## src/rtl/uart_pkg.sv

```systemverilog
// Shared definitions for the UART receive path: framer state encoding,
// clock/baud constants and the default start-of-frame marker.
package uart_pkg;

    localparam int unsigned CLK_HZ      = 12000000;
    localparam int unsigned BAUD        = 115200;
    localparam logic [7:0]  DEFAULT_SOF = 8'hA5;

    // Framer FSM states; the framer advances at most one state per received byte.
    typedef enum logic [2:0] {
        S_HUNT    = 3'd0,
        S_LEN     = 3'd1,
        S_PAYLOAD = 3'd2,
        S_CSUM    = 3'd3,
        S_HOLD    = 3'd4
    } state_t;

    // Running checksum step: 8-bit wraparound add, carry discarded.
    function automatic logic [7:0] csum_add(input logic [7:0] acc, input logic [7:0] b);
        return acc + b;
    endfunction

endpackage

```

## src/rtl/framer_buf.sv

```systemverilog
// Payload buffer: DEPTH x 8 simple dual-port RAM with a synchronous write
// port and a registered read port (one cycle read latency). Only the read
// register is reset so the array can map onto block RAM.
module framer_buf #(
    parameter int unsigned DEPTH = 16,
    localparam int unsigned AW   = $clog2(DEPTH)
) (
    input  logic          clk,
    input  logic          rst,
    input  logic          wr_en_i,
    input  logic [AW-1:0] wr_addr_i,
    input  logic [7:0]    wr_data_i,
    input  logic [AW-1:0] rd_addr_i,
    output logic [7:0]    rd_data_o
);

    logic [7:0] mem_q [DEPTH];
    logic [7:0] rd_data_q;

    // Write port: one byte per enabled cycle.
    always_ff @(posedge clk) begin
        if (wr_en_i) begin
            mem_q[wr_addr_i] <= wr_data_i;
        end
    end

    // Read port: registered output, cleared by reset, read-before-write on collision.
    always_ff @(posedge clk) begin
        if (rst) begin
            rd_data_q <= 8'd0;
        end else begin
            rd_data_q <= mem_q[rd_addr_i];
        end
    end

    assign rd_data_o = rd_data_q;

endmodule

```

## src/rtl/uart_rx_framer.sv

```systemverilog
// Packet framer behind the UART receiver. Assembles SOF, LEN, payload, CSUM
// frames from byte strobes, keeps a validated payload in framer_buf until the
// consumer acknowledges it, and pulses one error strobe per dropped frame or
// byte. Optional inter-byte timeout: define UART_FRAMER_TIMEOUT_EN.
//
// Handshakes: byte_available is a one-cycle strobe qualifying rx_byte with no
// back-pressure (a byte that cannot be taken is dropped and reported via
// overrun); pkt_valid acts as "valid" and pkt_ack as "ready" - a packet is
// consumed on the first cycle where both are high, and pkt_ack is ignored
// whenever pkt_valid is low. The FSM state is visible as state_q.
module uart_rx_framer
    import uart_pkg::*;
#(
    parameter int unsigned MAX_LEN      = 16,
    parameter logic [7:0]  SOF_BYTE     = DEFAULT_SOF,
    parameter int unsigned TIMEOUT_CLKS = 12000,
    localparam int unsigned AW          = $clog2(MAX_LEN)
) (
    input  logic          clk,
    input  logic          rst,
    input  logic [7:0]    rx_byte,
    input  logic          byte_available,
    output logic          pkt_valid,
    output logic [AW:0]   pkt_len,
    input  logic [AW-1:0] rd_addr,
    output logic [7:0]    rd_data,
    input  logic          pkt_ack,
    output logic          csum_err,
    output logic          len_err,
    output logic          overrun,
    output logic          timeout_err
);

    state_t        state_q, state_d;
    logic [AW:0]   len_q, len_d;
    logic [7:0]    sum_q, sum_d;
    logic [AW-1:0] idx_q, idx_d;
    logic          valid_q, valid_d;
    logic          csum_err_q, csum_err_d;
    logic          len_err_q, len_err_d;
    logic          overrun_q, overrun_d;
    logic          wr_en;
    logic          len_ok;
    logic          last_byte;
    logic          to_fire;

    // LEN is legal when 1..MAX_LEN; widened so MAX_LEN=256 compares correctly.
    assign len_ok    = (rx_byte != 8'd0) && (9'(rx_byte) <= 9'(MAX_LEN));
    // Current payload byte is the final one of the frame.
    assign last_byte = (({1'b0, idx_q} + (AW+1)'(1)) == len_q);

`ifdef UART_FRAMER_TIMEOUT_EN
    localparam int unsigned CW = $clog2(TIMEOUT_CLKS + 1);

    logic [CW-1:0] to_cnt_q, to_cnt_d;
    logic          to_active;
    logic          to_err_q;

    assign to_active = (state_q == S_LEN) || (state_q == S_PAYLOAD) || (state_q == S_CSUM);
    // Fires on the idle cycle that would bring the count to TIMEOUT_CLKS.
    assign to_fire   = to_active && !byte_available && (to_cnt_q == CW'(TIMEOUT_CLKS - 1));

    // Idle counter: cleared by any byte, by firing, and outside the mid-frame states.
    always_comb begin
        to_cnt_d = '0;
        if (to_active && !byte_available && !to_fire) begin
            to_cnt_d = to_cnt_q + CW'(1);
        end
    end

    // Timeout counter and its error pulse register.
    always_ff @(posedge clk) begin
        if (rst) begin
            to_cnt_q <= '0;
            to_err_q <= 1'b0;
        end else begin
            to_cnt_q <= to_cnt_d;
            to_err_q <= to_fire;
        end
    end

    assign timeout_err = to_err_q;
`else
    // Without the timeout a truncated frame waits indefinitely for more bytes.
    assign to_fire     = 1'b0;
    assign timeout_err = 1'b0;
`endif

    // Next-state and datapath control; one step per received byte.
    always_comb begin
        state_d    = state_q;
        len_d      = len_q;
        sum_d      = sum_q;
        idx_d      = idx_q;
        valid_d    = valid_q;
        csum_err_d = 1'b0;
        len_err_d  = 1'b0;
        overrun_d  = 1'b0;
        wr_en      = 1'b0;

        case (state_q)
            S_HUNT: begin
                if (byte_available && (rx_byte == SOF_BYTE)) begin
                    state_d = S_LEN;
                end
            end
            S_LEN: begin
                if (byte_available) begin
                    if (len_ok) begin
                        len_d   = (AW+1)'(rx_byte);
                        sum_d   = rx_byte;
                        idx_d   = '0;
                        state_d = S_PAYLOAD;
                    end else begin
                        len_err_d = 1'b1;
                        state_d   = S_HUNT;
                    end
                end
            end
            S_PAYLOAD: begin
                if (byte_available) begin
                    wr_en = 1'b1;
                    sum_d = csum_add(sum_q, rx_byte);
                    idx_d = idx_q + AW'(1);
                    if (last_byte) begin
                        state_d = S_CSUM;
                    end
                end
            end
            S_CSUM: begin
                if (byte_available) begin
                    if (rx_byte == sum_q) begin
                        valid_d = 1'b1;
                        state_d = S_HOLD;
                    end else begin
                        csum_err_d = 1'b1;
                        state_d    = S_HUNT;
                    end
                end
            end
            S_HOLD: begin
                // Buffer is owned by the consumer: every arriving byte is lost,
                // including one that lands in the same cycle as the ack.
                if (byte_available) begin
                    overrun_d = 1'b1;
                end
                if (pkt_ack) begin
                    valid_d = 1'b0;
                    state_d = S_HUNT;
                end
            end
            default: begin
                state_d = S_HUNT;
            end
        endcase

        // Timeout only fires on byte-free cycles, so it never races the case above.
        if (to_fire) begin
            state_d = S_HUNT;
        end
    end

    // State, frame bookkeeping and error pulse registers.
    always_ff @(posedge clk) begin
        if (rst) begin
            state_q    <= S_HUNT;
            len_q      <= '0;
            sum_q      <= 8'd0;
            idx_q      <= '0;
            valid_q    <= 1'b0;
            csum_err_q <= 1'b0;
            len_err_q  <= 1'b0;
            overrun_q  <= 1'b0;
        end else begin
            state_q    <= state_d;
            len_q      <= len_d;
            sum_q      <= sum_d;
            idx_q      <= idx_d;
            valid_q    <= valid_d;
            csum_err_q <= csum_err_d;
            len_err_q  <= len_err_d;
            overrun_q  <= overrun_d;
        end
    end

    framer_buf #(
        .DEPTH(MAX_LEN)
    ) u_buf (
        .clk      (clk),
        .rst      (rst),
        .wr_en_i  (wr_en),
        .wr_addr_i(idx_q),
        .wr_data_i(rx_byte),
        .rd_addr_i(rd_addr),
        .rd_data_o(rd_data)
    );

    assign pkt_valid = valid_q;
    assign pkt_len   = len_q;
    assign csum_err  = csum_err_q;
    assign len_err   = len_err_q;
    assign overrun   = overrun_q;

endmodule

```

## config.mk

```make
export PLATFORM = sky130hd
export DESIGN_NAME = uart_rx_framer
export DESIGN_NICKNAME = d
export VERILOG_FILES = /design/src/rtl/uart_pkg.sv /design/src/rtl/framer_buf.sv /design/src/rtl/uart_rx_framer.sv
export SDC_FILE = /design/constraint.sdc
export NUM_CORES = 1
export LEC_CHECK = 0
export CAP_MARGIN = 10
export CORE_ASPECT_RATIO = 0.5
export CORE_MARGIN = 2
export CORE_UTILIZATION = 50
export DETAILED_ROUTE_END_ITERATION = 8
export PLACE_DENSITY = 0.76
export RECOVER_POWER = 100
export SLEW_MARGIN = 20
export SYNTH_ARGS = -nofsm -noshare
export SYNTH_HDL_FRONTEND = slang
export SYNTH_SLANG_ARGS = --single-unit
```

## constraint.sdc

```tcl
create_clock -name clk -period 2.7 [get_ports clk]
set_input_delay 0.54 -clock clk [delete_from_list [all_inputs] [get_ports clk]]
set_output_delay 0.54 -clock clk [all_outputs]
set_load 0.02 [all_outputs]
```

---- Word level (Yosys, flattened, before mapping) ----
Memories as Yosys holds them, arrays and structs flattened. A register that Yosys moved wholly into a read port is not among the register bits.
Index checks and enable logic that the tools add are counted.
storage, ports and cells
  RAM bits ................................ 128
  memories ................................ 1
  output and inout bits ................... 18
  register bits after elaboration ......... 24
  bits of input ports ..................... 16
  logic and storage cells ................. 72
  latch bits .............................. 0
  memory bits (read-only) ................. 0
cells by class
  multiplexer cells ....................... 27
  reduce and logical (&&, ||, !) cells .... 13
  $mul .................................... 0
  $add $sub $neg .......................... 3
  div/mod/pow operators ................... 0
  eq/ne operators ......................... 15
  shift-type cells ........................ 0
  bitwise logic cells ..................... 4
  order comparisons ....................... 1
memories
  name         depth  width  read ports  clocked after Yosys merged registers in  wr ports  line              source
  u_buf.mem_q  16     8      1           1                                        1         framer_buf.sv:17  logic [7:0] mem_q [DEPTH];
operators with widths
  operator                                                                          number
  8-bit 2-to-1 mux                                                                  3
  3-bit 2-to-1 mux                                                                  7
  2-bit inequality test, second input constant                                      8
  8-bit one-hot mux with 2 select lines                                             1
  3-bit one-hot mux with 5 select lines                                             1
  4-bit 2-to-1 mux                                                                  3
  1-bit 2-to-1 mux                                                                  9
  8-bit adder                                                                       1
  8-bit equality test                                                               1
  8-bit equality test, second input constant                                        1
  8-bit by 5-bit less-or-equal comparator with 1-bit output, second input constant  1
  4-bit one-hot mux with 2 select lines                                             1
  4-bit AND reduction                                                               2
  8-bit nonzero test                                                                1
  3-bit by 2-bit equality test with 1-bit output, second input constant             2
  6-bit AND reduction                                                               1
  3-bit OR reduction                                                                2
  4-bit by 1-bit adder with 5-bit output, second input constant                     1
  5-bit equality test                                                               1
  4-bit by 1-bit adder with 4-bit output, second input constant                     1
  1-bit inverter                                                                    4
  2-bit nonzero test                                                                2
  3-bit by 1-bit equality test with 1-bit output, second input constant             1
  3-bit equality test, second input constant                                        1
  other kinds (6)                                                                   7

---- Longest topological paths before layout ----
  word-level depth ........................ 5
  mapped depth ............................ 8
  mapped depth without buffers ............ 8

---- Modules after synthesis ----
Synthesis repeated with hierarchy kept, for this count alone.
second synthesis, totals
  cells, all modules ...................... 451
  area, all modules ....................... 6,829.0 um^2
modules (own cells, without submodules)
  module          area an instance (um^2)  cells an instance  sequential area each (um^2)  instances
  framer_buf      5,282.6                  259                4,003.8                      1
  uart_rx_framer  1,546.5                  192                480.5                        1

---- Least setup slack after synthesis ----
No wires, ideal clock.
  path kind ............................... register to register
  start point ............................. reg state_q[1]
  end point ............................... mem u_buf.mem_q[3][0], enable pin
  library setup time ...................... 0.383 ns
  period minus slack after synthesis ...... 2.316 ns
  required time ........................... 2.317 ns
  arrival ................................. 1.933 ns
  slack ................................... 0.384 ns
  stages on the path, launching flop included .. 7
  path buffers ............................ 2
  cells stage by stage .................... dfxtp_1 > clkbuf_2 > nor3b_4 > and2_1 > buf_2 > nand2_1 > nor3_1
between the ends
  longest elaborated chain between the ends .. 4
RTL lines
  what                                            line                   source
  start, declared                                 uart_rx_framer.sv:34   state_t state_q, state_d;
  start signal, assigned                          uart_rx_framer.sv:175  state_q <= state_d;
  3-bit by 2-bit equality test with 1-bit output  uart_rx_framer.sv:101  case (state_q)
  1-bit 2-to-1 mux                                uart_rx_framer.sv:101
  1-bit 2-to-1 mux                                framer_buf.sv:22       if (wr_en_i) begin
  1-bit 2-to-1 mux (implied by the code)          framer_buf.sv:23       mem_q[wr_addr_i] <= wr_data_i;
  end, declared                                   framer_buf.sv:17
Every way passes these cells.

==> out/metrics.cfg <==
[floorplanning]
num_io_pins=34
dieArea_um2=14300
fp.coreArea_um2=12800
rows=29
die_y_um=85.5
start_util_pct=51.9
die_x_um=167

[clock_tree]
cts_resized=0
cts_setup_buffers=0
cts.clk_slew.worst_paths_ns=0.06
clk_latency_ns=0.43
tritoncts=built
clk_path_buf_depth=2
htree_num_levels=4
cts.sinks=160
cts_hold_buf=0
ctsRootBufferMaster=clkbuf_16
cts_made_buffers=17

[global_routing]
first_global_vias=4101
grt_pass1_wl_um=24200
grt_max_degree=33
antenna_found_initial=0
grtUsageTotal_pct=23.5
grt_overflow=0

[detailed_routing]
wl_per_cell_um=23.5
ant_nets=0
vias=3955
firstDrtPassIters=4
wirelength_um=15500
drc=0
routed_via_density=6.00
drt_iter0_drc=361

[layout]
fin_nets=504
layout-drive-gt1-share_pct=21.5
antennaDiodeCount=0
area_growth_pct=19.2
nFillCells=918

[critical_path]
start_kind=primary input
max_stage_delay_ns=0.69
cpMaxStageDelayCell=clkbuf_2
crit_family=buffers and inverters
crit_buf_inv=2
crit_path_end_kind=register
arrival_ns=2.84
crit_cells=5
crit_chain=clkdlybuf4s50_1, clkbuf_2, mux4_2, mux4_2, and2_0
required_ns=3.02
crit_top_cell=mux4_2
critPathKind=in2reg
reg2reg_depth=6
path_max_fanout=32

[yosys]
ys_top_cells_by_area=edfxtp_1, mux4_2, dfxtp_1
ys_seq_area_share_pct=67.5
synth_top_cell_by_area=edfxtp_1
synth_seq_cells=160
synth_edf_count=128
syn_area_um2=6640
yosysTopAreaCellShare_pct=57.9
async_reset_ff_share_pct=0
yosys_warnings=0
dominantRegCellSynth=edfxtp_1
synthCells=404
avgSynthCellArea_um2=16.4
synth_cell_types=50
synth_nets=432

[status]
run_status=finished clean

[timing]
fin_crit_sh_pct=93.3
tightest_slew_ns=0.893
rsz0062_at_grt=false
skew_ns=0.0104
min_period_ns=2.52
holdWs_ns=0.479
max_slew_margin_pct=40.5
clock.fmax_ghz=0.397
setup_viol=0
hold_viol=0
drv_slew=0
tns_ns=0

[pwr]
leakagePower_nw=2.64
peakVddDrop_v=0.000479
cellPowerDensity_nw_per_um2=688

[flow_run]
drv_cap=0

[min_path]
min_path_type=reg2reg
holdPathStages=2

[placed_design]
gp_congestion=0.896
dp_hpwl_um=9430
port_buffers=32

-- report_power, final --
group          internal [mW]  switching (mW)  total [mW]
Sequential              2.67         0.00216        2.67
Combinational          0.119           0.141       0.260
Clock                   1.52           0.999        2.51
-- tightest hold or removal path: cells and delay by family, from the launching register on --
kind | cells | cell delay (ns)
AOI/OAI and AO/OA | 1 | 0.06
DFF | 1 | 0.31
and+or+nand+nor | 1 | 0.05
-- placed cells by master, fill, tap and decap left out, types with 5 or more instances in the layout --
| cell | netlist | layout |
|---|---|---|
| edfxtp_1 | 128 | 128 |
| mux4_2 | 40 | 40 |
| dfxtp_1 | 32 | 32 |
| nand2_1 | 27 | 27 |
| dlygate4sd3_1 | 0 | 26 |
| nor2_1 | 22 | 22 |
| a21oi_1 | 18 | 18 |
| clkbuf_16 | 0 | 17 |
| buf_4 | 1 | 16 |
| clkbuf_2 | 1 | 14 |
| nor3_1 | 13 | 13 |
| clkbuf_1 | 8 | 12 |
| ha_1 | 11 | 11 |
| inv_1 | 9 | 9 |
| o21ai_0 | 8 | 8 |
| xnor2_1 | 7 | 7 |
| nand3_1 | 7 | 7 |
| and2_0 | 0 | 6 |
| a211oi_1 | 6 | 6 |
| clkdlybuf4s50_1 | 0 | 5 |
-- worst paths after layout --
path | to | start | slack, ns
hold reg to reg | sum_q[5] | sum_q[5] | 0.48
hold / removal | sum_q[5] | sum_q[5] | 0.48
setup / recovery | u_buf.rd_data_o[0] | rd_addr[2] | 0.18
setup reg to reg | u_buf.mem_q[3][2] | state_q[1] | 0.21
-- sequential cells by signal (all words and copies together) (netlist names), 3 cells and up --
register	count
pkt_len	5
sum_q	8
u_buf.mem_q	128
idx_q	4
state_q	3
u_buf.rd_data_o	8
-- routing by layer --
metal	vias to the layer above	part of all wire (%)	GRT usage, %
met3	25	7.9	6.92
li1	1740	-	-
met4	0	1.8	7.21
met1	1992	42	31.8
met2	198	49	37.6
met5	-	0	0
-- area by class of cell --
type                    instances  area [µm²]  share of cell area (%)
flip-flops and latches        160        4480                    56.7
multi-input cells             215        2010                    25.3
repair buffers                 73         563                    7.11
inverters                       9        33.8                   0.427
well taps                     170         213                    2.69
clock inverters                11         154                    1.94
clock buffers                  21         460                    5.82
-- cell families (layout without fill, tap and decap cells) --
| group | count (synthesis) | in the layout | synth area share, % |
|---|---|---|---|
| other | 1 | 1 | 0.0565 |
| muxes | 43 | 43 | 14.0 |
| xor gates and xnor gates | 9 | 9 | 1.41 |
| AOI/OAI and AO/OA | 49 | 49 | 4.84 |
| DFF | 160 | 160 | 67.5 |
| adders and majority gates | 12 | 12 | 2.37 |
| buffers and inverters | 29 | 114 | 2.11 |
| and+or+nand+nor | 101 | 101 | 7.67 |
-- per-stage QoR --
stage               setup slack (ns)  instances  util [%]  cell area [µm²]  total power [mW]
floorplan                      0.384        404         -             6640              2.86
global placement             0.00932        627      57.7             7400              2.99
detailed placement           -0.0293        627      57.7             7400              2.99
CTS                            0.334        659      62.5             8010              5.48
global route                  0.0997        659      61.8             7910              5.58
finish                         0.182        659      61.8             7910              5.44
-- cell usage after synthesis (2+ instances only) --
| cell | number |
|---|---|
| buf_6 | 3 |
| buf_2 | 3 |
| o211ai_1 | 2 |
| nor2b_1 | 3 |
| clkbuf_1 | 8 |
| inv_1 | 9 |
| o21ai_0 | 8 |
| and3_1 | 2 |
| ha_1 | 11 |
| nor2_1 | 22 |
| nand2_1 | 27 |
| edfxtp_1 | 128 |
| dfxtp_1 | 32 |
| nand3b_1 | 2 |
| a21oi_1 | 18 |
| nand2b_1 | 4 |
| nor4_1 | 3 |
| a211oi_1 | 6 |
| nor3_1 | 13 |
| xnor2_1 | 7 |
| a221oi_1 | 3 |
| and2_1 | 10 |
| a311oi_1 | 3 |
| nand3_1 | 7 |
| mux2i_1 | 3 |
| buf_1 | 4 |
| mux4_2 | 40 |
Note: power is estimated with default switching activity, not from simulation.
==> RTL change 1 (same settings) <==
Take the reset off `sum_q` and load it in a clocked block of its own.
--- a/src/rtl/uart_rx_framer.sv
+++ b/src/rtl/uart_rx_framer.sv
@@ -167,3 +167,2 @@
             len_q      <= '0;
-            sum_q      <= 8'd0;
             idx_q      <= '0;
@@ -176,3 +175,2 @@
             len_q      <= len_d;
-            sum_q      <= sum_d;
             idx_q      <= idx_d;
@@ -183,2 +181,6 @@
         end
+    end
+
+    always_ff @(posedge clk) begin
+        sum_q <= sum_d;
     end
Formal check against the unedited RTL: no difference found for any inputs over 4 cycles, from zero or initial values and one cycle with rst high; that may be too few to reach the edited logic, so the function may still have changed.
==> RTL change 1 against the original RTL <==
  * Synthesized area up 2.1%
  * Design area up 1.5%
  * Sequential cell count unchanged
  * First-iteration DRC count down 5.0%
  * Final cell count down 1.1%
  * Register-to-register slack better by 0.08 ns
  * Synthesized cell count down 2.5%
  * Total power up 2.6%
  * Worst setup slack worse by 0.018 ns
  * Count of clock-buffer cells in the layout down 3
  * Worst hold slack better by 0.0064 ns
  * Routed wire length down 7.1%
  * Critical endpoint is now u_buf.rd_data_o[6]$_SDFF_PP0_
  * Highest routed layer unchanged
==> RTL change 1: results (changes against the original RTL) <==
| Metric | Value |
|---|---|
| Status | `completed (unchanged)` |
| Static leakage | `2.79 nW (was 2.64 nW)` |
| Met2 Use GR | `0.339 (was 0.376)` |
| R2r worst-path depth | `5 (was 6)` |
| Multi-input gate area | `0.00205 mm^2 (was 0.00201 mm^2)` |
| Filler Cell Count | `955 (was 918)` |
| Synthesized net count | `422 (was 432)` |
| DRT met1 WL | `6360 um (was 6440 um)` |
| Worst Skew | `0.00784 ns (was 0.0104 ns)` |
| Peak supply drop | `431 uV (was 479 uV)` |
| Non-clk bufs | `70 (was 73)` |
| Share of cells above drive strength 1 | `0.132 (was 0.215)` |
| Number of synthesized flops with an enable pin | `136 (was 128)` |
| Total Routing Usage GR | `0.214 (was 0.235)` |
| DP HPWL | `8990 um (was 9430 um)` |
| Routed vias/inst | `5.74 (was 6.00)` |
| Fraction of area in registers | `0.568 (was 0.567)` |
| Register area | `0.00456 mm^2 (was 0.00448 mm^2)` |
| Routability cong. | `0.926 (was 0.896)` |
| Metal2 WL | `6880 um (was 7530 um)` |
| Non-clk invs | `8 (was 9)` |
| Max stage delay on crit path | `0.66 ns (was 0.69 ns)` |
| Clk_buf instances | `18 (was 21)` |
| Number of multi-input logic gates | `207 (was 215)` |
| Clock-cell share | `0.0805 (was 0.0776)` |
| Drt initial violations | `343 (was 361)` |
RTL change 1: changes by cell type after synthesis, moves of 6 or more:
cell	change
mux4_1	+24
mux4_2	-24
and2_1	-9
dfxtp_1	-8
edfxtp_1	+8
nand2_1	-8
nor3_1	-8
a21oi_1	-7
nor2_1	+7
nor2b_1	+6
nor2b_4	+6
RTL change 1: path summary, 6_finish.rpt:
kind                                         startpoint                            end  slack [ns]
worst max-delay path                         rd_addr[2]  u_buf.rd_data_o[6]$_SDFF_PP0_        0.16
worst min-delay path             pkt_valid$_SDFFE_PP0P_         pkt_valid$_SDFFE_PP0P_        0.49
worst max register to register  state_q[1]$_SDFFE_PP0P_    u_buf.mem_q[1][3]$_DFFE_PP_        0.29
worst min register to register   pkt_valid$_SDFFE_PP0P_         pkt_valid$_SDFFE_PP0P_        0.49
RTL change 1: report_power, final:
group | switching [mW] | internal (mW)
Sequential | 0.00227 | 2.69
Combinational | 0.144 | 0.126
Clock | 0.912 | 1.71
Total | 1.06 | 4.53
RTL change 1: cell families after synthesis:
kind of cell / after synthesis / share of synthesized area
other: 1 / 0.000553
multiplexers: 47 / 0.156
buffers and inverters: 27 / 0.0205
AO/OA/AOI/OAI: 35 / 0.0293
AND/OR/NAND/NOR: 102 / 0.0838
XOR/XNOR: 10 / 0.0129
flip-flops: 160 / 0.673
adder cells (fa/ha/maj): 12 / 0.0233
RTL change 1: per-stage QoR:
step                      hold slack, ns   util   TNS, ns  instances  setup WS, ns
final                              0.485  0.600         0        652         0.163
after global routing               0.509  0.600         0        652         0.119
after CTS                          0.484  0.609         0        652         0.426
after detailed placement           0.471  0.561  -0.00575        621      -0.00575
after global placement             0.468  0.561         0        621        0.0370
after floorplan                    0.491      -         0        394         0.646
==> RTL change 2 (config.mk and constraints unchanged) <==
Without the edit above. Set the parameter `MAX_LEN` to 64 (it was 16).
--- a/src/rtl/uart_rx_framer.sv
+++ b/src/rtl/uart_rx_framer.sv
@@ -13,3 +13,3 @@
 #(
-    parameter int unsigned MAX_LEN      = 16,
+    parameter int unsigned MAX_LEN      = 64,
     parameter logic [7:0]  SOF_BYTE     = DEFAULT_SOF,
Ports: changed (resized pkt_len and rd_addr); port bits go from 34 to 38. No check against the original RTL was run, so the function may have changed too.
==> RTL change 2 against the original RTL <==
  * Worst hold slack worse by 0.093 ns
  * Die area grew to 3.2 times the old value
  * Routed wire length rose to 3.2 times the old value
  * Sequential cell count rose by 388
  * Total power grew to 3.1 times the old value
  * Non-clock buffer count grew 105
  * Design area grew to 3.1 times the old value
  * Maximum frequency increased by 0.42%
  * The run now ends with capacitance limit, slew limit left
  * Via count rose to 2.9 times the old value
  * Highest routed layer unchanged
  * Critical path depth grew 2
  * Worst setup slack gained 0.010 ns
  * Synthesized cell count rose to 2.7 times the old value
  * Synthesized area grew to 3.3 times the old value
==> RTL change 2: results (changes against the original RTL) <==
| Metric | Value |
|---|---|
| Max reg flops | `512 (was 128)` |
| Routability cong. | `0.876 (was 0.896)` |
| Placed Instance Area | `0.0237 mm^2 (was 0.00740 mm^2)` |
| Worst skew pair latency | `0.56 ns (was 0.43 ns)` |
| Synthesized net count | `1135 (was 432)` |
| R2r worst-path depth | `7 (was 6)` |
| CTS H-tree depth | `2 (was 4)` |
| Top delay family on crit path | `simple AND/OR/NAND/NOR gates (was buffers and inverters)` |
| Share of cells above drive strength 1 | `0.233 (was 0.215)` |
| Number of synthesized flops with an enable pin | `512 (was 128)` |
| DP HPWL | `31200 um (was 9430 um)` |
| Top cells by count, synth | `512 x edfxtp_1, 138 x mux4_2, 104 x nor2_1, 47 x mux2i_1, 36 x dfxtp_1 (was 128 x edfxtp_1, 40 x mux4_2, 32 x dfxtp_1, 27 x nand2_1, 22 x nor2_1)` |
| Peak supply drop | `460 uV (was 479 uV)` |
| WHS Endpoint | `u_buf.mem_q[62][1]$_DFFE_PP_ (was sum_q[5]$_SDFFE_PP0P_)` |
| CTS buffer count | `48 (was 17)` |
| Max-slew violation count | `67 (was 0)` |
| Filler Cell Count | `3060 (was 918)` |
| First-pass GRT wire length | `74100 um (was 24200 um)` |
| Max stage delay on crit path | `0.44 ns (was 0.69 ns)` |
| Sequential fraction of the synthesis area | `0.741 (was 0.675)` |
| Crit-path slowest cell | `clkbuf_1 (was clkbuf_2)` |
| Slew HR | `-0.00227 (was 0.405)` |
| Failing checks | `capacitance limit, slew limit` |
| Vias in the first global route | `11.5k (was 4101)` |
| Crit-path max FO | `8 (was 32)` |
| Status | `finished, violations left (was completed)` |
| WP data arrival | `2.71 ns (was 2.84 ns)` |
| Synth top area cells | `edfxtp_1 71%, mux4_2 14%, dfxtp_1 3.3%, mux2i_1 2.2%, nor2_1 1.8% (was edfxtp_1 58%, mux4_2 14%, dfxtp_1 9.6%, ha_1 2.1%, nand2_1 1.5%)` |
| Critical R2R Capture | `u_buf.mem_q[17][4]$_DFFE_PP_ (was u_buf.mem_q[3][2]$_DFFE_PP_)` |
| Static leakage | `8.03 nW (was 2.64 nW)` |
| Syn Area/Cell | `19.6 um^2 (was 16.4 um^2)` |
| Port bufs | `36 (was 32)` |
| Worst Skew | `0.0169 ns (was 0.0104 ns)` |
| Max cap viols | `1 (was 0)` |
| Critical setup path kind | `reg -> reg (was in -> reg)` |
| Routed wire length | `49800 um (was 15500 um)` |
| Setup WS pre-CTS | `0.00843 ns (was -0.0293 ns)` |
| Hold crit path type | `in -> reg (was reg -> reg)` |
| Drt initial violations | `1582 (was 361)` |
| Via count | `11.5k (was 3955)` |
| Total Routing Usage GR | `0.224 (was 0.235)` |
## RTL change 2: final cells by class
class	instances	area [um^2]	share of cell area
sequential	548	16100	0.647
multi-input combinational	494	5300	0.213
clock buffer	60	1300	0.0521
timing repair buffer	178	1200	0.0484
tap	577	722	0.0290
clock inverter	28	233	0.00935
inverter	7	26.3	0.00106
antenna	1	2.50	0.000101
## RTL change 2: power by group
| part | internal, mW | switching [mW] |
|---|---|---|
| Clock | 3.79 | 2.94 |
| Combinational | 0.335 | 0.504 |
| Sequential | 9.29 | 0.00886 |
| Total | 13.4 | 3.45 |
## RTL change 2: per-stage QoR
| stage | hold WS (ns) | cells |
|---|---|---|
| after floorplan | 0.440 | 1108 |
| after global placement | 0.452 | 1804 |
| after detailed placement | 0.456 | 1804 |
| after CTS | 0.261 | 1892 |
| after global routing | 0.367 | 1892 |
| final | 0.386 | 1893 |
## RTL change 2: logic make-up (layout without fill, tap and decap cells)
logic type	count (synthesis)	count (layout)	synth area share
adder cells (fa/ha/maj)	9	9	0.00553
buffers and inverters	66	273	0.0151
multiplexers	185	185	0.165
other	1	2	0.000173
AO/OA/AOI/OAI	85	85	0.0264
AND/OR/NAND/NOR	203	203	0.0429
XOR/XNOR	11	11	0.00443
flip-flops	548	548	0.741
## RTL change 2: worst reg2reg max path, cell delays in order, from the launching register on
cell      delay, ns
dfxtp_1        0.38
nor2_1         0.17
nand2_1        0.09
nor2_1         0.32
nand3_1        0.12
clkbuf_1       0.41
nor2_1         0.22
clkbuf_1       0.44
## RTL change 2: routing by layer
layer	GRT usage	routed length, um	part of all wire
met1	0.315	19800	0.40
met2	0.363	23900	0.48
met3	0.0426	4770	0.096
met4	0.0635	1370	0.028
met5	0	0	0
## RTL change 2: how the worst max path moves through the flow
stage | endpoint | slack [ns] | cells after the start
floorplan | u_buf.mem_q[62][0]$_DFFE_PP_ | 0.47 | 6
global placement | u_buf.rd_data_o[7]$_SDFF_PP0_ | 0.03 | 6
detailed placement | u_buf.rd_data_o[7]$_SDFF_PP0_ | 0.008 | 6
CTS | state_q[2]$_SDFFE_PP0P_ | 0.40 | 7
global route | u_buf.rd_data_o[4]$_SDFF_PP0_ | 0.09 | 7
finish | u_buf.mem_q[17][4]$_DFFE_PP_ | 0.19 | 7
